`src/rtl/apb2axi_tag_directory.sv`:
```
// apb2axi_tag_directory
//
// Transaction directory for the APB-to-AXI gateway. The APB front-end
// allocates descriptors into free slots. The AXI transaction manager pops
// them in allocation order, with no more than MAX_OUTSTANDING in flight, and
// later returns completions. The APB side reads the stored completion
// status and then releases the tag.
//
// Ports
//   pclk, presetn            clock, asynchronous active-low reset
//   alloc_*                  descriptor allocation (valid/ready, tag preview)
//   dir_pop_*                issue head toward the transaction manager
//   dir_cpl_*                completion reports (always accepted)
//   dir_consumed_*           APB releases a completed tag
//   query_*                  combinational status lookup for one tag
//   occupancy, outstanding   non-EMPTY and PENDING entry counts
//   proto_err, proto_err_clr sticky protocol-violation flag and its clear

package apb2axi_dir_pkg;

  localparam int DIR_ENTRIES   = 8;
  localparam int DIR_TAG_MAX_W = 8;

  typedef struct packed {
    logic                     is_write;
    logic [31:0]              addr;
    logic [31:0]              wdata;
    logic [3:0]               wstrb;
    logic [7:0]               len;
    logic [2:0]               size;
    logic [DIR_TAG_MAX_W-1:0] tag;
  } directory_entry_t;

endpackage

module apb2axi_tag_directory
  import apb2axi_dir_pkg::*;
#(
  parameter int ENTRIES         = DIR_ENTRIES,
  parameter int TAG_W           = $clog2(ENTRIES),
  parameter int MAX_OUTSTANDING = ENTRIES
) (
  input  logic                   pclk,
  input  logic                   presetn,
  input  logic                   alloc_valid,
  input  directory_entry_t       alloc_entry,
  output logic                   alloc_ready,
  output logic [TAG_W-1:0]       alloc_tag,
  output logic                   dir_pop_valid,
  output directory_entry_t       dir_pop_entry,
  output logic [TAG_W-1:0]       dir_pop_tag,
  input  logic                   dir_pop_ready,
  input  logic                   dir_cpl_valid,
  input  logic [TAG_W-1:0]       dir_cpl_tag,
  input  logic                   dir_cpl_error,
  input  logic [1:0]             dir_cpl_resp,
  input  logic [7:0]             dir_cpl_num_beats,
  output logic                   dir_cpl_ready,
  input  logic                   dir_consumed_valid,
  input  logic [TAG_W-1:0]       dir_consumed_tag,
  input  logic [TAG_W-1:0]       query_tag,
  output logic [1:0]             query_state,
  output logic                   query_error,
  output logic [1:0]             query_resp,
  output logic [7:0]             query_num_beats,
  output logic [TAG_W:0]         occupancy,
  output logic [TAG_W:0]         outstanding,
  output logic                   proto_err,
  input  logic                   proto_err_clr
);

  typedef enum logic [1:0] {
    ST_EMPTY = 2'd0,
    ST_ALLOC = 2'd1,
    ST_PEND  = 2'd2,
    ST_CPL   = 2'd3
  } dir_state_e;

  localparam logic [TAG_W:0]   ENTRIES_C = (TAG_W+1)'(ENTRIES);
  localparam logic [TAG_W:0]   MAX_OUT_C = (TAG_W+1)'(MAX_OUTSTANDING);
  localparam logic [TAG_W-1:0] LAST_IDX  = TAG_W'(ENTRIES - 1);

  // Per-entry storage
  dir_state_e       state_r     [ENTRIES];
  dir_state_e       state_nxt_s [ENTRIES];
  directory_entry_t entry_r     [ENTRIES];
  logic             err_r       [ENTRIES];
  logic [1:0]       resp_r      [ENTRIES];
  logic [7:0]       beats_r     [ENTRIES];

  // Issue FIFO of tags in allocation order
  logic [TAG_W-1:0] fifo_r [ENTRIES];
  logic [TAG_W-1:0] rd_ptr_r;
  logic [TAG_W-1:0] wr_ptr_r;
  logic [TAG_W:0]   fifo_cnt_r;

  logic [TAG_W:0]   occ_r;
  logic [TAG_W:0]   outst_r;
  logic             proto_err_r;

  logic             alloc_ready_s;
  logic [TAG_W-1:0] alloc_tag_s;
  logic             pop_valid_s;
  logic [TAG_W-1:0] pop_tag_s;
  logic             alloc_fire_s;
  logic             pop_fire_s;
  logic             cpl_ok_s;
  logic             cons_ok_s;
  logic             proto_set_s;
  directory_entry_t alloc_entry_s;

  // Tags outside 0..ENTRIES-1 can only appear when ENTRIES is not a power of two
  function automatic logic tag_in_range(input logic [TAG_W-1:0] t);
    return ({1'b0, t} < ENTRIES_C);
  endfunction

  function automatic logic [TAG_W-1:0] ptr_inc(input logic [TAG_W-1:0] p);
    return (p == LAST_IDX) ? {TAG_W{1'b0}} : p + TAG_W'(1);
  endfunction

  // Lowest EMPTY index, scanning downward so the lowest match is written last
  always_comb begin
    alloc_tag_s = {TAG_W{1'b0}};
    for (int i = ENTRIES - 1; i >= 0; i--) begin
      alloc_tag_s = (state_r[i] == ST_EMPTY) ? TAG_W'(i) : alloc_tag_s;
    end
  end

  // Handshake qualification; all readiness terms come from registered state
  always_comb begin
    alloc_ready_s = (occ_r < ENTRIES_C);
    pop_valid_s   = (fifo_cnt_r != {(TAG_W+1){1'b0}}) && (outst_r < MAX_OUT_C);
    pop_tag_s     = fifo_r[rd_ptr_r];
    alloc_fire_s  = alloc_valid && alloc_ready_s;
    pop_fire_s    = pop_valid_s && dir_pop_ready;
    if (dir_cpl_valid && tag_in_range(dir_cpl_tag)) begin
      cpl_ok_s = (state_r[dir_cpl_tag] == ST_PEND);
    end else begin
      cpl_ok_s = 1'b0;
    end
    // A completion to the same tag sees PENDING, so this consume fails naturally
    if (dir_consumed_valid && tag_in_range(dir_consumed_tag)) begin
      cons_ok_s = (state_r[dir_consumed_tag] == ST_CPL);
    end else begin
      cons_ok_s = 1'b0;
    end
    proto_set_s = (dir_cpl_valid && !cpl_ok_s) || (dir_consumed_valid && !cons_ok_s);
    alloc_entry_s     = alloc_entry;
    alloc_entry_s.tag = DIR_TAG_MAX_W'(alloc_tag_s);
  end

  // Per-entry next state; the four events always target entries in distinct states
  always_comb begin
    for (int i = 0; i < ENTRIES; i++) begin
      if (alloc_fire_s && (alloc_tag_s == TAG_W'(i))) begin
        state_nxt_s[i] = ST_ALLOC;
      end else if (pop_fire_s && (pop_tag_s == TAG_W'(i))) begin
        state_nxt_s[i] = ST_PEND;
      end else if (cpl_ok_s && (dir_cpl_tag == TAG_W'(i))) begin
        state_nxt_s[i] = ST_CPL;
      end else if (cons_ok_s && (dir_consumed_tag == TAG_W'(i))) begin
        state_nxt_s[i] = ST_EMPTY;
      end else begin
        state_nxt_s[i] = state_r[i];
      end
    end
  end

  // Entry state, descriptor and completion status registers
  always_ff @(posedge pclk or negedge presetn) begin
    if (!presetn) begin
      for (int i = 0; i < ENTRIES; i++) begin
        state_r[i] <= ST_EMPTY;
        entry_r[i] <= '0;
        err_r[i]   <= 1'b0;
        resp_r[i]  <= 2'd0;
        beats_r[i] <= 8'd0;
      end
    end else begin
      for (int i = 0; i < ENTRIES; i++) begin
        state_r[i] <= state_nxt_s[i];
        if (alloc_fire_s && (alloc_tag_s == TAG_W'(i))) begin
          entry_r[i] <= alloc_entry_s;
        end
        if (cpl_ok_s && (dir_cpl_tag == TAG_W'(i))) begin
          err_r[i]   <= dir_cpl_error;
          resp_r[i]  <= dir_cpl_resp;
          beats_r[i] <= dir_cpl_num_beats;
        end else if (cons_ok_s && (dir_consumed_tag == TAG_W'(i))) begin
          err_r[i]   <= 1'b0;
          resp_r[i]  <= 2'd0;
          beats_r[i] <= 8'd0;
        end
      end
    end
  end

  // Issue FIFO; each ALLOCATED entry owns exactly one slot so it cannot overflow
  always_ff @(posedge pclk or negedge presetn) begin
    if (!presetn) begin
      for (int i = 0; i < ENTRIES; i++) begin
        fifo_r[i] <= {TAG_W{1'b0}};
      end
      rd_ptr_r   <= {TAG_W{1'b0}};
      wr_ptr_r   <= {TAG_W{1'b0}};
      fifo_cnt_r <= {(TAG_W+1){1'b0}};
    end else begin
      if (alloc_fire_s) begin
        fifo_r[wr_ptr_r] <= alloc_tag_s;
        wr_ptr_r         <= ptr_inc(wr_ptr_r);
      end
      if (pop_fire_s) begin
        rd_ptr_r <= ptr_inc(rd_ptr_r);
      end
      fifo_cnt_r <= fifo_cnt_r + {{TAG_W{1'b0}}, alloc_fire_s}
                               - {{TAG_W{1'b0}}, pop_fire_s};
    end
  end

  // Occupancy and outstanding counters take the net of same-cycle events
  always_ff @(posedge pclk or negedge presetn) begin
    if (!presetn) begin
      occ_r   <= {(TAG_W+1){1'b0}};
      outst_r <= {(TAG_W+1){1'b0}};
    end else begin
      occ_r   <= occ_r + {{TAG_W{1'b0}}, alloc_fire_s} - {{TAG_W{1'b0}}, cons_ok_s};
      outst_r <= outst_r + {{TAG_W{1'b0}}, pop_fire_s} - {{TAG_W{1'b0}}, cpl_ok_s};
    end
  end

  // Sticky protocol-error flag; a new violation beats a same-cycle clear
  always_ff @(posedge pclk or negedge presetn) begin
    if (!presetn) begin
      proto_err_r <= 1'b0;
    end else if (proto_set_s) begin
      proto_err_r <= 1'b1;
    end else if (proto_err_clr) begin
      proto_err_r <= 1'b0;
    end else begin
      proto_err_r <= proto_err_r;
    end
  end

  // Status lookup; out-of-range tags read as EMPTY with cleared status
  always_comb begin
    if (tag_in_range(query_tag)) begin
      query_state     = state_r[query_tag];
      query_error     = err_r[query_tag];
      query_resp      = resp_r[query_tag];
      query_num_beats = beats_r[query_tag];
    end else begin
      query_state     = ST_EMPTY;
      query_error     = 1'b0;
      query_resp      = 2'd0;
      query_num_beats = 8'd0;
    end
  end

  assign alloc_ready   = alloc_ready_s;
  assign alloc_tag     = alloc_tag_s;
  assign dir_pop_valid = pop_valid_s;
  assign dir_pop_tag   = pop_tag_s;
  assign dir_pop_entry = entry_r[pop_tag_s];
  assign dir_cpl_ready = 1'b1;
  assign occupancy     = occ_r;
  assign outstanding   = outst_r;
  assign proto_err     = proto_err_r;

endmodule

```
`config.mk`:
```
export PLATFORM = sky130hd
export DESIGN_NAME = apb2axi_tag_directory
export DESIGN_NICKNAME = d
export VERILOG_FILES = /design/src/rtl/apb2axi_tag_directory.sv
export SDC_FILE = /design/constraint.sdc
export NUM_CORES = 1
export LEC_CHECK = 0
export ABC_AREA = 1
export BUFFER_PORTS_ARGS = -buffer_cell sky130_fd_sc_hd__buf_2
export CAP_MARGIN = 10
export CORE_MARGIN = 2
export CORE_UTILIZATION = 25
export DETAILED_ROUTE_END_ITERATION = 6
export PLACE_DENSITY_LB_ADDON = 0.15
export SLEW_MARGIN = 20
export SYNTH_ARGS = -nofsm -noshare
export SYNTH_HDL_FRONTEND = slang
export SYNTH_SLANG_ARGS = --single-unit
```
`constraint.sdc`:
```
create_clock -name pclk -period 2.46 [get_ports pclk]
set_clock_uncertainty 0.2 [all_clocks]
set_input_delay 0.369 -clock pclk [delete_from_list [all_inputs] [get_ports pclk]]
set_output_delay 0.369 -clock pclk [all_outputs]
set_load 0.02 [all_outputs]
```
-- After elaboration in Yosys (flattened, before gate mapping)
Cells that the tools add are included.
- flip-flop bits (word level): 811
- output and inout port bits: 119
- logic and storage cells: 341
- $add $sub $neg: 8
- order comparisons: 9
- eq/ne operators: 32
- muxes and demuxes: 113
- bitwise logic cells: 6
- reductions and logical operators: 71
- operator list (cell ; number):
    88-bit binary-select mux with 3-bit select ; 1
    88-bit 2-to-1 mux ; 2
    8-bit 2-to-1 mux ; 18
    2-bit 2-to-1 mux ; 48
    3-bit == test (second input constant) ; 18
    3-bit 2-to-1 mux ; 13
    1-bit logical AND ; 38
    4-bit nonzero test ; 9
    2-bit binary-select mux with 3-bit select ; 4
    8-bit binary-select mux with 3-bit select ; 1
    24-bit bitwise mux ; 1
    3-bit by 2-bit == test with 1-bit output (second input constant) ; 8
    4-bit >= comparator (second input constant) ; 6
    3-bit inverter with 4-bit output ; 6
    1-bit 2-to-1 mux ; 22
    2-bit nonzero test ; 9
    2-bit logical NOT ; 8
    4-bit by 1-bit adder with 4-bit output ; 3
    3-bit by 1-bit == test with 1-bit output (second input constant) ; 4
    3-bit logical NOT ; 4
    4-bit by 1-bit subtractor with 4-bit output ; 3
    3-bit binary-select mux with 3-bit select ; 1
    3-bit demux with 3-bit select ; 1
    4-bit < comparator (second input constant) ; 2
    6 further kinds ; 9

-- Longest topological paths before layout
Gate-level depths: netlist of run 1.
- depth in word-level cells: 12
- depth in mapped cells: 16
- depth with buffers taken out: 15

-- Worst setup path before layout of run 1
Ideal clock, no wire load.
- path kind: input to register
- start: input port dir_cpl_tag[0]
- end: register outst_r[2], in the netlist outstanding[2]
- arrival time: 2.094 ns
- setup slack: 0.044 ns
- stages: 14
- cell sequence: buf_2 > nand2_1 > o21ai_0 > nor2_1 > nand3_1 > nand2_1 > inv_1 > nor2_1 > ha_1 > inv_1 > ha_1 > inv_1 > fa_1 > xnor2_1
- longest elaborated chain between the ends: 7
- ends and longest elaborated chain (element ; RTL line ; RTL):
    start: declaration ; 54 ; input logic [TAG_W-1:0] dir_cpl_tag,
    3-bit inverter with 4-bit output (implied by the code) ; 137 ; cpl_ok_s = (state_r[dir_cpl_tag] == ST_PEND);
    2-bit binary-select mux with 3-bit select ; 137 ;
    2-bit 2-to-1 mux (implied by the code) (2 in series) ; 137 ;
    2-bit == test ; 137 ;
    1-bit 2-to-1 mux ; 136 ; if (dir_cpl_valid && tag_in_range(dir_cpl_tag)) begin
    4-bit by 1-bit subtractor with 4-bit output ; 227 ; outst_r <= outst_r + {{TAG_W{1'b0}}, pop_fire_s} - {{TAG_W{1'b0}}, cpl_ok_s};
    end signal: assignment ; 224 ; outst_r <= {(TAG_W+1){1'b0}};
    end signal: assignment ; 227 ;
    end: declaration ; 98 ; logic [TAG_W:0] outst_r;
No other way between the ends. The select of a mux whose other input is x is not followed.
A chain may end at the register's enable or synchronous reset.

==> results.ini, run 1 <==
[outcome]
status=finished with violations
violations=setup timing

[timing]
tightest_slew_ps=745
min_period_ps=3380
hold_ws_ps=55.2
setup_viol_count_final=93
finalMaxSlewViolations=0
fmax_mhz=296
rsz0062_at_grt=yes
slew_headroom_pct=50.2
tns_ps=-74630
finalCritPeriodShare_pct=137
hold_viol_final=0
fin_ws_ps=-916

[clocking]
cts_buffer_depth=3
path_clk_slew_ps=60
numCtsBuffers=103
cts_root_buf=clkbuf_16
htree_levels=3
cts_num_sinks=811
cts_tree=done
clk_latency_ps=710

[setup_path]
critical-path-top-delay-family=buffers and inverters
cp.required_ps=1890
critPathBufInv=6
r2r_cells=14
path_class=register to output pin
cp_max_fo=7
endpoint_kind=output pin
critPathLaunchType=register
reg2reg_to=outstanding[2]
cp_slowest_cell=dfrtp_2
worst_path_largest_cell_delay_ps=450
worstPathArrival_ps=2810
path_cells=buf_4, nand2_1, nand2_1, nand2_1, nand2_2, o21ai_4, buf_12, nor2_4, buf_12, buf_16, buf_4, nand2_1, nand3_1, nand2_1, nand2_2, buf_6
rrSetupSlack_ps=-100
cp_common_cell=nand2_1
rr_startpoint=state_r[3]

[final_layout]
drive_gt1_share_pct=15.3
regArea_mm2=0.0203
multi_input_area_mm2=0.0162
fillers=16300
syn2layout_area_growth_pct=32.0
diodes=0
nNetsFinal=5680

[yosys]
ys_seq_area_share_pct=52.8
synth_area_mm2=0.0384
async_reset_ff_share_pct=100
synth_edf_count=0
synth_seq_cells=811
synth_cell_types=36
syn_avg_cell_area_um2=7.52
synth-main-ff-cell=dfrtp_1
yosys_warnings=0
synthCells=5107

[worst_hold_path]
hold_end=rd_ptr_r[1]
hold_depth=5
hold_class=primary input to register
min-delay-start=dir_pop_ready

[drt]
drc_errors=0
num_vias=33700
drtAntennaViolNets=0
wl_um=136000
wire_per_inst_um=17.7
vias_per_cell=4.40
dr.pass1.iters=5
dr.first_iter.drc_count=2047

[placement]
dp_hpwl_um=87100
gp_congestion=0.799
portBuffers=219

[floorplanning]
die_w_um=396
placementRows=143
start_util_pct=25.2
core-area_mm2=0.152
ios=234
die_h_um=396
die_area_mm2=0.157

[pwr]
powerDensity_mw_per_mm2=1610
power.leakage_nw=25.9
vdd_drop_max_v=0.000831
power.total_mw=81.8

[global_routing]
overflow=0
grt_use_met1_pct=24.6
grt_pass1_vias=34000
globalRouteMet3Util_pct=2.49
grt.busiest_layer=met2
grtUsageTotal_pct=17.4
antenna_found_initial=7
grt_pass1_wl_um=213000
grt_max_degree=102
use_met2_pct=28.0

[flow_run]
maxCapViolCount=0

-- Yosys cell counts, types with 3 or more instances --
library cell	n	area [um2]
a21oi_1	24	120
a31oi_1	13	81.3
buf_1	26	97.6
buf_2	164	821
buf_4	27	203
buf_6	17	191
clkbuf_1	79	297
dfrtp_1	811	20300
fa_1	3	60.1
ha_1	17	213
inv_1	196	736
inv_2	13	48.8
nand2_1	2643	9920
nand2_2	7	43.8
nand3_1	204	1020
nand4_1	4	25.0
nor2_1	156	586
nor2_4	6	67.6
o21ai_0	289	1450
o21ai_1	370	1850
o22ai_1	12	75.1
xnor2_1	6	52.6
-- how the worst max path moves through the flow --
| stage | startpoint | end | cells after the start |
|---|---|---|---|
| finish | rd_ptr_r[0] | dir_pop_entry[69] | 16 |
| global route | rd_ptr_r[0] | dir_pop_entry[66] | 16 |
| CTS | rd_ptr_r[0] | dir_pop_entry[69] | 16 |
| detailed placement | rd_ptr_r[0] | dir_pop_entry[86] | 14 |
| global placement | rd_ptr_r[0] | dir_pop_entry[86] | 14 |
| floorplan | dir_cpl_tag[0] | outstanding[2] | 14 |
-- cell type report --
cell class | count | area share [%]
flip-flops and latches | 811 | 40.0
multi-input cells | 3777 | 31.9
repair buffers | 642 | 14.8
clock buffers | 157 | 6.18
well taps | 2030 | 5.01
inverters | 210 | 1.58
clock inverters | 31 | 0.521
-- stage by stage --
| stage | worst slack (ps) | cell area (um2) | utilization (%) | std cells |
|---|---|---|---|---|
| 2_1_floorplan | 43.6 | 38400 | - | 5111 |
| 3_3_place_gp | -359 | 44600 | 29.3 | 7335 |
| 3_5_place_dp | -377 | 44600 | 29.3 | 7335 |
| 4_1_cts | -1020 | 50400 | 33.1 | 7653 |
| 5_1_grt | -1110 | 50700 | 33.3 | 7658 |
| 6_report | -916 | 50700 | 33.3 | 7658 |
-- metal layers --
layer | part of all wire, % | up-vias
li1 | - | 16900
met1 | 49 | 16000
met2 | 45 | 509
met3 | 3.3 | 190
met4 | 2.3 | 10
met5 | 0.052 | -
-- registers in the layout, summed over array words and instances (netlist names), 4 cells and up --
| name | flops |
|---|---|
| outstanding | 4 |
| state_r | 16 |
| beats_r | 64 |
| fifo_r | 24 |
| resp_r | 16 |
| fifo_cnt_r | 4 |
| err_r | 8 |
| occupancy | 4 |
| entry_r | 664 |
-- power by group --
group	switching [mW]	internal (mW)	total [mW]
combinational	25.8	19.2	45.0
clock	6.18	9.04	15.2
sequential	2.88	18.7	21.6
total	34.9	46.9	81.8
-- cell families after synthesis --
| logic type | count (synthesis) | synth area share, % |
|---|---|---|
| AO/OA/AOI/OAI | 714 | 9.44 |
| flip-flops | 811 | 52.8 |
| other | 2 | 0.0195 |
| adder cells (fa/ha/maj) | 20 | 0.710 |
| buffers and inverters | 523 | 6.24 |
| AND/OR/NAND/NOR | 3029 | 30.6 |
| XOR/XNOR | 8 | 0.182 |
-- worst min-delay path, cell delays in order --
cell and delay [ps]:
buf_2 80, nand2_1 130, inv_2 90, buf_4 160
o21ai_0 80
-- what timing repair did --
item | CTS | global route
gates resized for setup | 269 | 61
gates cloned | 13 | 4
hold endpoints to repair | 1349 | 0
pin swaps | 31 | 14
buffers inserted | 18 | 2
setup endpoints to repair | 118 | 439
hold buffers | 99 | 0
-- layout by cell type, fill, tap and decap left out, types with 22 or more instances in the layout --
| cell | synthesis | routed |
|---|---|---|
| nand2_1 | 2643 | 2553 |
| dfrtp_1 | 811 | 809 |
| o21ai_1 | 370 | 372 |
| o21ai_0 | 289 | 287 |
| inv_1 | 196 | 195 |
| nand3_1 | 204 | 189 |
| nor2_1 | 156 | 152 |
| buf_4 | 27 | 151 |
| buf_12 | 0 | 147 |
| buf_2 | 164 | 129 |
| clkbuf_16 | 0 | 110 |
| dlygate4sd3_1 | 0 | 98 |
| nand2_2 | 7 | 87 |
| buf_6 | 17 | 84 |
| clkbuf_8 | 0 | 29 |
| a21oi_1 | 24 | 24 |
| clkbuf_1 | 79 | 22 |
(Power assumes the default switching activity.)
==> run 2, diff against run 1 <==
Settings changed: CORE_ASPECT_RATIO set to 0.7.
==> results.ini, run 2 (same netlist as run 1, synthesis figures left out) <==
[timing]
fin_ws_ps=-970  ; -54.4 ps
finalMaxSlewViolations=0  ; unchanged
finalCritPeriodShare_pct=139  ; +2.2 points
setup_viol_count_final=323  ; +250%
tightest_slew_ps=592  ; -153 ps
fmax_mhz=292  ; -1.6%
min_period_ps=3430  ; +54.4 ps
hold_viol_final=0  ; unchanged
slew_headroom_pct=60.6  ; +10 points
rsz0062_at_grt=yes

[setup_path]
rr_startpoint=rd_ptr_r[0]
critical-path-top-delay-family=buffers and inverters
critPathBufInv=6  ; unchanged
worst_path_largest_cell_delay_ps=470  ; +20 ps
rrSetupSlack_ps=-280  ; -180 ps
cp_slowest_cell=dfrtp_2
cp_common_cell=nand2_2
path_cells=buf_6, nand2_2, nand2_1, nand2_1, nand2_2, o21ai_4, buf_6, nor2_4, buf_12, buf_16, clkbuf_16, nand2_2, nand3_2, nand2_2, nand2_2, buf_6
critPathLaunchType=register
reg2reg_to=state_r[7]
cp.required_ps=1890  ; about the same
cp_max_fo=8  ; +1
path_class=register to output pin
worstPathArrival_ps=2860  ; +50 ps
r2r_cells=18  ; +4
endpoint_kind=output pin

[floorplanning]
placementRows=120  ; -16%
ios=234  ; unchanged
die_w_um=473  ; +19%
start_util_pct=25.2  ; -0.072 points
die_area_mm2=0.157  ; about the same
core-area_mm2=0.153  ; +0.29%
die_h_um=332  ; -16%

[global_routing]
use_met2_pct=26.6  ; -1.4 points
grt_pass1_wl_um=215000  ; +1.0%
antenna_found_initial=4  ; -3
globalRouteMet3Util_pct=2.47  ; -0.020 points
grt_max_degree=79  ; -23%
grtUsageTotal_pct=17.9  ; +0.43 points
grt_pass1_vias=33200  ; -2.4%
grt.busiest_layer=met1
grt_use_met1_pct=27.4  ; +2.8 points
overflow=0  ; unchanged

[final_layout]
stdcell_count=7800  ; +1.9%
syn2layout_area_growth_pct=41.8
drive_gt1_share_pct=23.4  ; +8.2 points
layout_common_cells=2339 x nand2_1, 801 x dfrtp_1, 351 x o21ai_1
fillers=16000  ; -1.8%
multi_input_area_mm2=0.0177  ; +9.6%
mostFrequentLayoutCell=nand2_1
nNetsFinal=5840  ; +2.8%
regMostFlops=entry_r
regArea_mm2=0.0203  ; about the same
largestRegisters=entry_r (664), beats_r (64), fifo_r (24)
largest_register_ffs=664  ; unchanged

[placement]
dpl.cell_count=7371  ; +0.49%
portBuffers=219  ; unchanged
dp_hpwl_um=89600  ; +2.9%
gp_congestion=0.796  ; -0.36%

[worst_hold_path]
min-delay-start=alloc_valid
hold_depth=5  ; unchanged
hold_end=wr_ptr_r[2]
hold_class=primary input to register

[drt]
wire_per_inst_um=19.5  ; +9.8%
wl_um=152000  ; +12%
drc_errors=0  ; unchanged
vias_per_cell=4.51  ; +2.5%
dr.first_iter.drc_count=2690  ; +31%
drtAntennaViolNets=0  ; unchanged
dr.pass1.iters=5  ; unchanged
num_vias=35100  ; +4.4%

[pwr]
combPwrFrac_pct=58.7  ; +3.7 points
power.leakage_nw=27.9  ; +8.0%
p_sw_mw=38.8  ; +11%
switching_share_pct=43.6  ; +0.92 points
internal-power_mw=50.2  ; +7.0%
sequentialPowerShare_pct=24.7  ; -1.7 points
powerDensity_mw_per_mm2=1630  ; +1.2%
vdd_drop_max_v=0.000921  ; +11%
clkPwrFrac_pct=16.6  ; -2.0 points
power.total_mw=89.0  ; +8.8%

[clocking]
cts_buffer_depth=3  ; unchanged
cts_tree=done
htree_levels=3  ; unchanged
cts_root_buf=clkbuf_16
path_clk_slew_ps=60  ; about the same
clk_latency_ps=730  ; +20 ps
cts_num_sinks=811  ; unchanged
numCtsBuffers=95  ; -7.8%

[outcome]
status=finished with violations
violations=setup timing

[flow_run]
maxCapViolCount=0  ; unchanged

-- run 2: routing by layer --
metal	vias to the layer above	share of wire, %
li1	17300	-
met1	17100	51
met2	635	43
met3	134	4.0
met4	2	1.4
met5	-	0.011
-- run 2: stage by stage --
step                      hold WS [ps]  cell area, um2  util (%)  setup TNS (ps)  setup slack (ps)
final                             34.1           54500      35.7          -96220              -970
after global routing              20.8           54500      35.7         -145850             -1110
after CTS                        0.241           51100      33.5          -89010             -1010
after detailed placement           176           44800      29.4          -18780              -322
after global placement             174           44800      29.4          -19530              -307
after floorplan                   -127           38400         -               0              43.6
-- run 2: worst max-delay path by stage --
stage	start	end	slack, ps	depth (start not counted)
floorplan	dir_cpl_tag[0]	outstanding[2]	40	14
global route	rd_ptr_r[0]	dir_pop_entry[26]	-1110	16
finish	rd_ptr_r[0]	dir_pop_entry[26]	-970	16
global placement	rd_ptr_r[0]	dir_pop_entry[67]	-310	13
detailed placement	rd_ptr_r[0]	dir_pop_entry[67]	-320	13
CTS	rd_ptr_r[0]	dir_pop_entry[8]	-1010	16
-- run 2: worst reg2reg max path, stage by stage (launching register included) --
cell     delay [ps]
dfrtp_2         470
buf_6           160
buf_4           130
buf_6           120
nor2_1          100
nor2_1           70
o21ai_4          70
nand3_4         120
nand2_8         150
buf_6           120
buf_12          130
buf_16          190
buf_8           150
nor2_4           50
buf_6           120
nand2_4         100
nand2_2          60
nor2_1          100
nor2_1           40
-- run 2: final cells by class --
cell class | instances | share of cell area, %
timing repair inverter | 1 | 0.0138
timing repair buffer | 809 | 18.1
inverter | 210 | 1.53
clock inverter | 26 | 0.668
sequential | 811 | 37.3
multi-input combinational | 3777 | 32.5
antenna | 4 | 0.0184
tap | 2013 | 4.62
clock buffer | 149 | 5.21
-- run 2: power groups by stage --
stage	clock network, mW	registers [mW]	logic [mW]
CTS	15.2	21.7	47.1
global route	15.7	22.7	56.5
detailed placement	0	21.8	38.4
global placement	0	21.8	38.2
finish	14.8	22.0	52.3
floorplan	0	21.1	21.4
-- run 2: what timing repair did --
action | CTS | global route
hold buffers | 97 | 0
hold endpoints to repair | 1359 | 0
pin swaps | 37 | 179
buffers inserted | 34 | 66
resized for setup | 332 | 602
setup endpoints to repair | 235 | 655
cloned | 21 | 43
==> run 3, diff against run 2 <==
Settings changed: CORE_UTILIZATION 25 to 56.
==> results.ini, run 3 (same netlist as run 1, synthesis figures left out) <==
[setup_path]
cp.required_ps=1890  ; about the same
cp_max_fo=19  ; +11
rr_startpoint=rd_ptr_r[0]
r2r_cells=12  ; -6
reg2reg_to=state_r[15]
worstPathArrival_ps=2810  ; -50 ps
rrSetupSlack_ps=-10  ; +270 ps
path_class=register to output pin
critPathLaunchType=register
endpoint_kind=output pin

[final_layout]
mostFrequentLayoutCell=nand2_1
postLayoutCellArea_mm2=0.0478  ; -12%
drive_gt1_share_pct=14.2  ; -9.2 points
multi_input_area_mm2=0.0162  ; -8.4%
layout_common_cells=2578 x nand2_1, 807 x dfrtp_1, 374 x o21ai_1
regMostFlops=entry_r
syn2layout_area_growth_pct=24.3
largestRegisters=entry_r (664), beats_r (64), fifo_r (24)
largest_register_ffs=664  ; unchanged
nNetsFinal=5632  ; -3.6%
regArea_mm2=0.0203  ; about the same
post-route-util_pct=70.3  ; +35 points
fillers=5379  ; -66%

[global_routing]
grtUsageTotal_pct=32.8  ; +15 points
grt_max_degree=103  ; +30%
grt_pass1_wl_um=184000  ; -14%
grt_pass1_vias=33900  ; +2.1%
antenna_found_initial=5  ; +1
overflow=0  ; unchanged

[timing]
min_period_ps=3380  ; -53.6 ps
finalMaxSlewViolations=0  ; unchanged
hold_ws_ps=82.8  ; +48.7 ps
setup_viol_count_final=93  ; -71%
fin_ws_ps=-916  ; +53.6 ps
tightest_slew_ps=715  ; +124 ps
fmax_mhz=296  ; +1.6%
slew_headroom_pct=52.3  ; -8.3 points
finalCritPeriodShare_pct=137  ; -2.2 points
rsz0062_at_grt=yes
tns_ps=-72230  ; +23990 ps
hold_viol_final=0  ; unchanged

[clocking]
numCtsBuffers=80  ; -16%
cts_root_buf=clkbuf_16
path_clk_slew_ps=60  ; about the same
htree_levels=3  ; unchanged
cts_buffer_depth=3  ; unchanged
clk_latency_ps=640  ; -90 ps
cts_num_sinks=811  ; unchanged
cts_tree=done

[drt]
drc_errors=2  ; +2
wire_per_inst_um=17.9  ; -8.2%
num_vias=35200  ; +0.031%
wl_um=116000  ; -24%
drtAntennaViolNets=0  ; unchanged
dr.first_iter.drc_count=3362  ; +25%
vias_per_cell=5.44  ; +21%
dr.pass1.iters=7  ; +2

[pwr]
internal-power_mw=43.8  ; -13%
vdd_drop_max_v=0.00109  ; +18%
p_sw_mw=33.5  ; -14%
switching_share_pct=43.3  ; -0.26 points
combPwrFrac_pct=55.0  ; -3.7 points
powerDensity_mw_per_mm2=1620  ; -0.90%
power.leakage_nw=25.1  ; -10%
sequentialPowerShare_pct=28.1  ; +3.4 points
clkPwrFrac_pct=16.8  ; +0.2 points

[worst_hold_path]
min-delay-start=dir_pop_ready
hold_end=rd_ptr_r[2]
hold_class=primary input to register
hold_depth=5  ; unchanged

[floorplanning]
ios=234  ; unchanged
die_w_um=317  ; -33%
placementRows=80  ; -33%
die_h_um=223  ; -33%
die_area_mm2=0.0707  ; -55%
core-area_mm2=0.0680  ; -55%
start_util_pct=56.5  ; +31 points

[outcome]
violations=DRC, setup timing
status=finished with violations

[placement]
dp_hpwl_um=70200  ; -22%
gp_congestion=0.913  ; +15%
dpl_cell_area_mm2=0.0423  ; -5.6%
portBuffers=219  ; unchanged

[flow_run]
maxCapViolCount=0  ; unchanged

[run 3: cell type report]
cell class	count	area share, %
Sequential cell	811	42.5
Multi-Input combinational cell	3779	34.0
Timing Repair Buffer	614	13.6
Clock buffer	115	5.11
Tap cell	902	2.36
Inverter	210	1.70
Clock inverter	30	0.718
Antenna cell	3	0.0157
Timing Repair inverter	1	0.0105
[run 3: timing repair]
item | in CTS | in global routing
hold buffers | 95 | 0
resized for setup | 169 | 140
buffers inserted | 16 | 12
pin swaps | 12 | 12
hold endpoints to repair | 1130 | 0
setup endpoints to repair | 150 | 477
gates cloned | 12 | 8
[run 3: worst max-delay path by stage]
stage / cells past startpoint / start / slack [ps] / to
6_report: 15 / rd_ptr_r[0] / -920 / dir_pop_entry[19]
4_1_cts: 16 / rd_ptr_r[0] / -890 / dir_pop_entry[48]
5_1_grt: 15 / rd_ptr_r[0] / -1030 / dir_pop_entry[21]
3_3_place_gp: 13 / rd_ptr_r[0] / -310 / dir_pop_entry[0]
2_1_floorplan: 14 / dir_cpl_tag[0] / 40 / outstanding[2]
3_5_place_dp: 13 / rd_ptr_r[0] / -330 / dir_pop_entry[67]
[run 3: critical path: stages, from the launching register on]
cell       delay, ps
dfrtp_2          480
buf_4            180
nand2_1           60
nand2_1           50
nand2_1           60
nand2_2           70
o21ai_4          200
buf_12           170
nor2_4            50
buf_4            150
clkbuf_16        210
nand2_1          100
nand3_1           80
nand2_1           60
nand2_1           60
buf_4            160
[run 3: stage by stage]
step                total power [mW]  std cells  worst slack (ps)
finish                          77.3       6465              -916
global route                    82.1       6464             -1030
CTS                             74.4       6442              -885
detailed placement              57.0       6174              -334
global placement                56.3       6174              -306
floorplan                       42.6       5111              43.6
[run 3: power groups by stage]
stage / clock network [mW] / registers [mW] / logic, mW
floorplan: 0 / 21.1 / 21.4
global placement: 0 / 21.6 / 34.7
global route: 13.7 / 22.4 / 46.1
finish: 13.0 / 21.7 / 42.5
detailed placement: 0 / 21.7 / 35.2
CTS: 13.1 / 21.6 / 39.6
[run 3: routing by layer]
layer	vias up	share of wire [%]	global-route usage, %
met3	204	8.2	5.52
met5	-	0.018	0
li1	16800	-	-
met1	16800	45	49.0
met4	4	2.5	8.99
met2	1364	44	49.5
